$ cat src/rtl/neuron_mac.sv
// Q16.16 signed multiply-accumulate neuron front end: bias + sum of N_INPUTS x*w products.
// Optional macro NEURON_MAC_SATURATE_EN clamps the 32-bit result instead of wrapping it.
module neuron_mac #(
  parameter int N_INPUTS = 16
) (
  input  logic        clk,
  input  logic        rst_n,
  input  logic        start,
  input  logic [31:0] bias,
  input  logic        in_valid,
  output logic        in_ready,
  input  logic [31:0] in_x,
  input  logic [31:0] in_w,
  output logic        out_valid,
  input  logic        out_ready,
  output logic [31:0] out_sum,
  output logic        busy
);

  localparam int CW = 17;
  localparam logic [CW-1:0] N_LIM = CW'(N_INPUTS);

  typedef enum logic [1:0] {IDLE, ACCUM, DRAIN, DONE} state_t;

  state_t             state_q, state_d;
  logic [CW-1:0]      cnt_q, cnt_d;
  logic               pv_q, pv_d;
  logic signed [63:0] prod_q, prod_d;
  logic signed [63:0] acc_q, acc_d;
  logic               out_valid_q, out_valid_d;
  logic [31:0]        out_sum_q, out_sum_d;

  logic               accept;
  logic signed [31:0] x_s, w_s;
  logic signed [63:0] prod_full;
  logic               prod_lsb_unused;
  logic [31:0]        result;

  assign in_ready  = (state_q == ACCUM) && (cnt_q < N_LIM);
  assign accept    = in_valid && in_ready;
  assign busy      = (state_q != IDLE);
  assign out_valid = out_valid_q;
  assign out_sum   = out_sum_q;

  assign x_s       = in_x;
  assign w_s       = in_w;
  assign prod_full = x_s * w_s;
  assign prod_lsb_unused = ^prod_full[15:0];

  // Result formatting of the accumulator value that will be current after this edge.
  always_comb begin
`ifdef NEURON_MAC_SATURATE_EN
    if ((acc_d[63:31] == '0) || (acc_d[63:31] == '1)) begin
      result = acc_d[31:0];
    end else begin
      result = acc_d[63] ? 32'h8000_0000 : 32'h7FFF_FFFF;
    end
`else
    result = acc_d[31:0];
`endif
  end

  always_comb begin
    state_d     = state_q;
    cnt_d       = cnt_q;
    pv_d        = 1'b0;
    prod_d      = prod_q;
    acc_d       = acc_q;
    out_valid_d = out_valid_q;
    out_sum_d   = out_sum_q;

    if (pv_q) begin
      acc_d = acc_q + prod_q;
    end
    // Arithmetic shift keeps floor rounding for negative products.
    if (accept) begin
      prod_d = {{16{prod_full[63]}}, prod_full[63:16]};
      pv_d   = 1'b1;
      cnt_d  = cnt_q + CW'(1);
    end

    case (state_q)
      IDLE: begin
        if (start) begin
          acc_d   = {{32{bias[31]}}, bias};
          cnt_d   = '0;
          pv_d    = 1'b0;
          state_d = ACCUM;
        end
      end
      ACCUM: begin
        if (accept && (cnt_q == N_LIM - CW'(1))) begin
          state_d = DRAIN;
        end
      end
      DRAIN: begin
        state_d     = DONE;
        out_valid_d = 1'b1;
        out_sum_d   = result;
      end
      DONE: begin
        if (out_ready) begin
          state_d     = IDLE;
          out_valid_d = 1'b0;
        end
      end
      default: state_d = IDLE;
    endcase
  end

  always_ff @(posedge clk or negedge rst_n) begin
    if (!rst_n) begin
      state_q     <= IDLE;
      cnt_q       <= '0;
      pv_q        <= 1'b0;
      prod_q      <= '0;
      acc_q       <= '0;
      out_valid_q <= 1'b0;
      out_sum_q   <= '0;
    end else begin
      state_q     <= state_d;
      cnt_q       <= cnt_d;
      pv_q        <= pv_d;
      prod_q      <= prod_d;
      acc_q       <= acc_d;
      out_valid_q <= out_valid_d;
      out_sum_q   <= out_sum_d;
    end
  end

endmodule
$ cat config.mk
export PLATFORM = sky130hd
export DESIGN_NAME = neuron_mac
export DESIGN_NICKNAME = d
export VERILOG_FILES = /design/src/rtl/neuron_mac.sv
export SDC_FILE = /design/constraint.sdc
export NUM_CORES = 2
export LEC_CHECK = 0
export ABC_CLOCK_PERIOD_IN_PS = 3890
export CAP_MARGIN = 25
export CORE_AREA = 2 2 281 283
export CTS_CLUSTER_SIZE = 40
export DETAILED_ROUTE_END_ITERATION = 6
export DIE_AREA = 0 0 283 285
export GPL_TIMING_DRIVEN = 0
export PLACE_DENSITY = 0.69
export RECOVER_POWER = 25
export SYNTH_ARGS = -nofsm -noshare
export SYNTH_HDL_FRONTEND = slang
export SYNTH_SLANG_ARGS = --single-unit
$ cat constraint.sdc
create_clock -name clk -period 3.89 [get_ports clk]
set_clock_uncertainty 0.15 [all_clocks]
set_input_delay 0.389 -clock clk [delete_from_list [all_inputs] [get_ports clk]]
set_output_delay 0.389 -clock clk [all_outputs]
set_load 0.01 [all_outputs]
==> metrics.csv <==
stage,metric,value,unit
clocking,clk_lat worst skew,0.43,ns
yosys,Synth Net Count,4845,
timing,unrepaired setup endpoints after global routing,true,
placed_design,DP Wirelength,96850,um
clocking,CTS Buf Count,17,
route,First-pass DRT Iterations,5,
route,Routed WL,121300,um
floorplan,starting density of the core,44.48,%
run,Max-cap violations,1,
yosys,cell taking the most area after synthesis,fa_1,
route,drt initial violations,2287,
floorplan,io pins,136,
final_layout,share of cells above drive strength 1,17.70,%
yosys,Synthesis Warnings,0,
global_routing,total gr overflow,0,
yosys,post-synthesis sequential area ratio,8.442,%
timing,"Slew Viols, Final",37,
placed_design,Port Buffers,132,
route,via count,27590,
outcome,status,finished with violations,
floorplan,full die area,80660,um2
final_layout,Final Net Count,5162,
yosys,Synth Register Bits,117,
yosys,Post-synth ARST share,100.0,%
critical_path,kind of critical path,in -> reg,
floorplan,die height,285,um
critical_path,worst endpoint required time,4.03,ns
timing,post-layout minimum cycle time,7.254,ns
clocking,H-tree levels,4,
timing,# setup viols final,32,
yosys,synthesized area,34680,um2
critical_path,CP startpoint kind,primary input,
yosys,"Top FF cell, synth",dfrtp_1,
critical_path,CP arrival,7.39,ns
final_layout,"most common cell after layout, fill and taps aside",inv_1,
placed_design,routability cong.,1.037,
timing,Fmax,137.9,MHz
floorplan,die width,283,um
global_routing,antenna violations before repair,7,
final_layout,Sequential Area,2928,um2
global_routing,largest net degree at the start of global routing,83,
yosys,"top cells by area, synth","fa_1, inv_1, dfrtp_1",
timing,Final Cycle Share,186.5,%
clocking,Root Driver,clkbuf_16,
route,Final ANT Viol Nets,0,
final_layout,most frequent cells in the layout,"inv_1, fa_1, nand2_1",
floorplan,Core Footprint,77970,um2
global_routing,GRT met1 Usage,38.66,%
timing,WHS,0.3365,ns
clocking,"Reg clk slew, reported paths",0.06,ns
yosys,Post-Synthesis Cells,3705,
clocking,CTS max path bufs,2,
yosys,"Avg Cell Area, Syn",9.361,um2
timing,relative slew slack,-30.01,%
outcome,violated checks,"max-capacitance violations, max-slew violations, negative setup slack",
route,Via density,5.421,
timing,Setup WS post-layout,-3.364,ns
global_routing,number of global-route vias before repair,29850,
global_routing,met2 Use GR,48.55,%
global_routing,GRT Overall Usage,30.77,%
hold_path,Hold Crit Class,reg -> reg,
yosys,number of flops mapped to enable cells by yosys,0,
timing,worst slew pin tran,1.950,ns
global_routing,met3 Usage GRT,7.000,%
timing,final hold vios,0,
global_routing,global routing's busiest layer,met2,
yosys,Synth top area share,48.43,%
critical_path,Worst Setup End Kind,flop,
final_layout,fill count,6781,
clocking,CTS tree,built,
final_layout,multi-input combinational cell area,29270,um2
global_routing,first-pass GRT wire length,183400,um
final_layout,P&R area growth vs syn,23.42,%
route,DRC violations left,0,
clocking,Clock Sinks,117,
yosys,"Distinct cells, synth",64,
floorplan,num rows,103,
critical_path,Max Fanout on Critical Path,6,
route,WL per Instance,23.83,um
-- what timing repair did --
action / CTS / global route
endpoints found under the hold margin: 35 / 0
endpoints found under the setup margin: 32 / 32
hold buffers: 1 / 0
pin swaps: 162 / 94
gates cloned: 4 / 0
gates resized for setup: 840 / 169
buffers inserted: 126 / 41
-- logic make-up after synthesis --
family / count (synthesis) / synth area share, %
buf+inv: 1002 / 10.85
flops: 117 / 8.442
fa+ha+maj: 1039 / 55.65
compound gates: 281 / 5.177
simple gates: 1126 / 16.08
mux: 45 / 1.411
xor+xnor: 95 / 2.399
-- sequential cells by signal (all words and copies together), names as in the netlist --
name       cells
prod_q        32
out_sum       32
acc_q         32
cnt_q         17
pv_q           1
state_q        2
out_valid      1
-- cells in the mapped netlist (6+ instances only) --
master    instances
ha_1            200
mux2i_1          14
nor2_1           45
nand3b_1          6
o21ai_1          32
and2_1          439
inv_1           804
buf_1             6
nand2_1         546
a21o_1           36
nor2b_1          17
o21ai_0          47
a211oi_1          7
xnor2_1          69
o21a_1           11
clkbuf_1        191
nand2b_1         13
nand4_1          10
nor3_1           13
fa_1            839
nand3_1          10
xor2_1           26
a31oi_1           9
a21oi_1          83
mux2_2           29
o31ai_1           8
and3_1            9
dfrtp_1         117
-- final timing paths --
path / start / endpoint / cells after the start / slack [ns]
worst max-delay path: in_x[13] / prod_q[26] / 28 / -3.36
worst min-delay path: cnt_q[13] / cnt_q[13] / 1 / 0.34
worst max register to register: prod_q[0] / out_sum[30] / 13 / 0.31
worst min register to register: cnt_q[13] / cnt_q[13] / 1 / 0.34
max in group asynchronous: rst_n / out_sum[30] / 3 / 0.57
min in group asynchronous: rst_n / out_sum[0] / 2 / 0.90
-- final cells by class --
cell class | instances | share of cell area (%)
Inverter | 804 | 7.068
Clock buffer | 18 | 1.026
Buffer | 194 | 6.302
Timing Repair Buffer | 302 | 6.834
Multi-Input combinational cell | 2586 | 68.39
Tap cell | 1050 | 3.069
Clock inverter | 14 | 0.4414
Antenna cell | 5 | 0.02923
Sequential cell | 117 | 6.840
-- per-layer routing --
metal | share of wire (%) | vias up
met2 | 45 | 1506
li1 | - | 11540
met5 | 0 | -
met4 | 7.4 | 0
met3 | 10 | 457
met1 | 37 | 14090
-- metrics by stage --
stage / setup WS (ns) / utilization (%) / cells / TNS [ns] / area, um2
finish: -3.364 / 54.90 / 5090 / -90.32 / 42800
floorplan: -3.073 / - / 3705 / -80.54 / 35430
CTS: -3.325 / 53.99 / 5047 / -90.00 / 42100
global route: -3.502 / 54.89 / 5087 / -95.40 / 42790
global placement: -5.233 / 48.83 / 4887 / -401.89 / 38070
detailed placement: -5.268 / 48.86 / 4888 / -143.49 / 38100
-- critical path, stage by stage --
cell and delay (ns):
buf_12 0.11, clkbuf_16 0.16, and2_4 0.16, fa_1 0.60, fa_2 0.47, fa_1 0.48
inv_1 0.05, fa_1 0.47, inv_1 0.05, fa_1 0.47, inv_1 0.05, fa_1 0.48
inv_1 0.05, fa_2 0.35, fa_2 0.59, ha_4 0.21, a21o_1 0.17, a21o_1 0.17
a211o_1 0.28, a31oi_4 0.24, o31a_1 0.20, buf_6 0.13, o31ai_4 0.06, buf_12 0.14
a211o_1 0.31, a21oi_2 0.19, xor2_2 0.26, o21ai_1 0.09
Power is left out: the tool's default activity adds up to more than one toggle a clock period on the data nets, which glitch-free logic cannot reach.
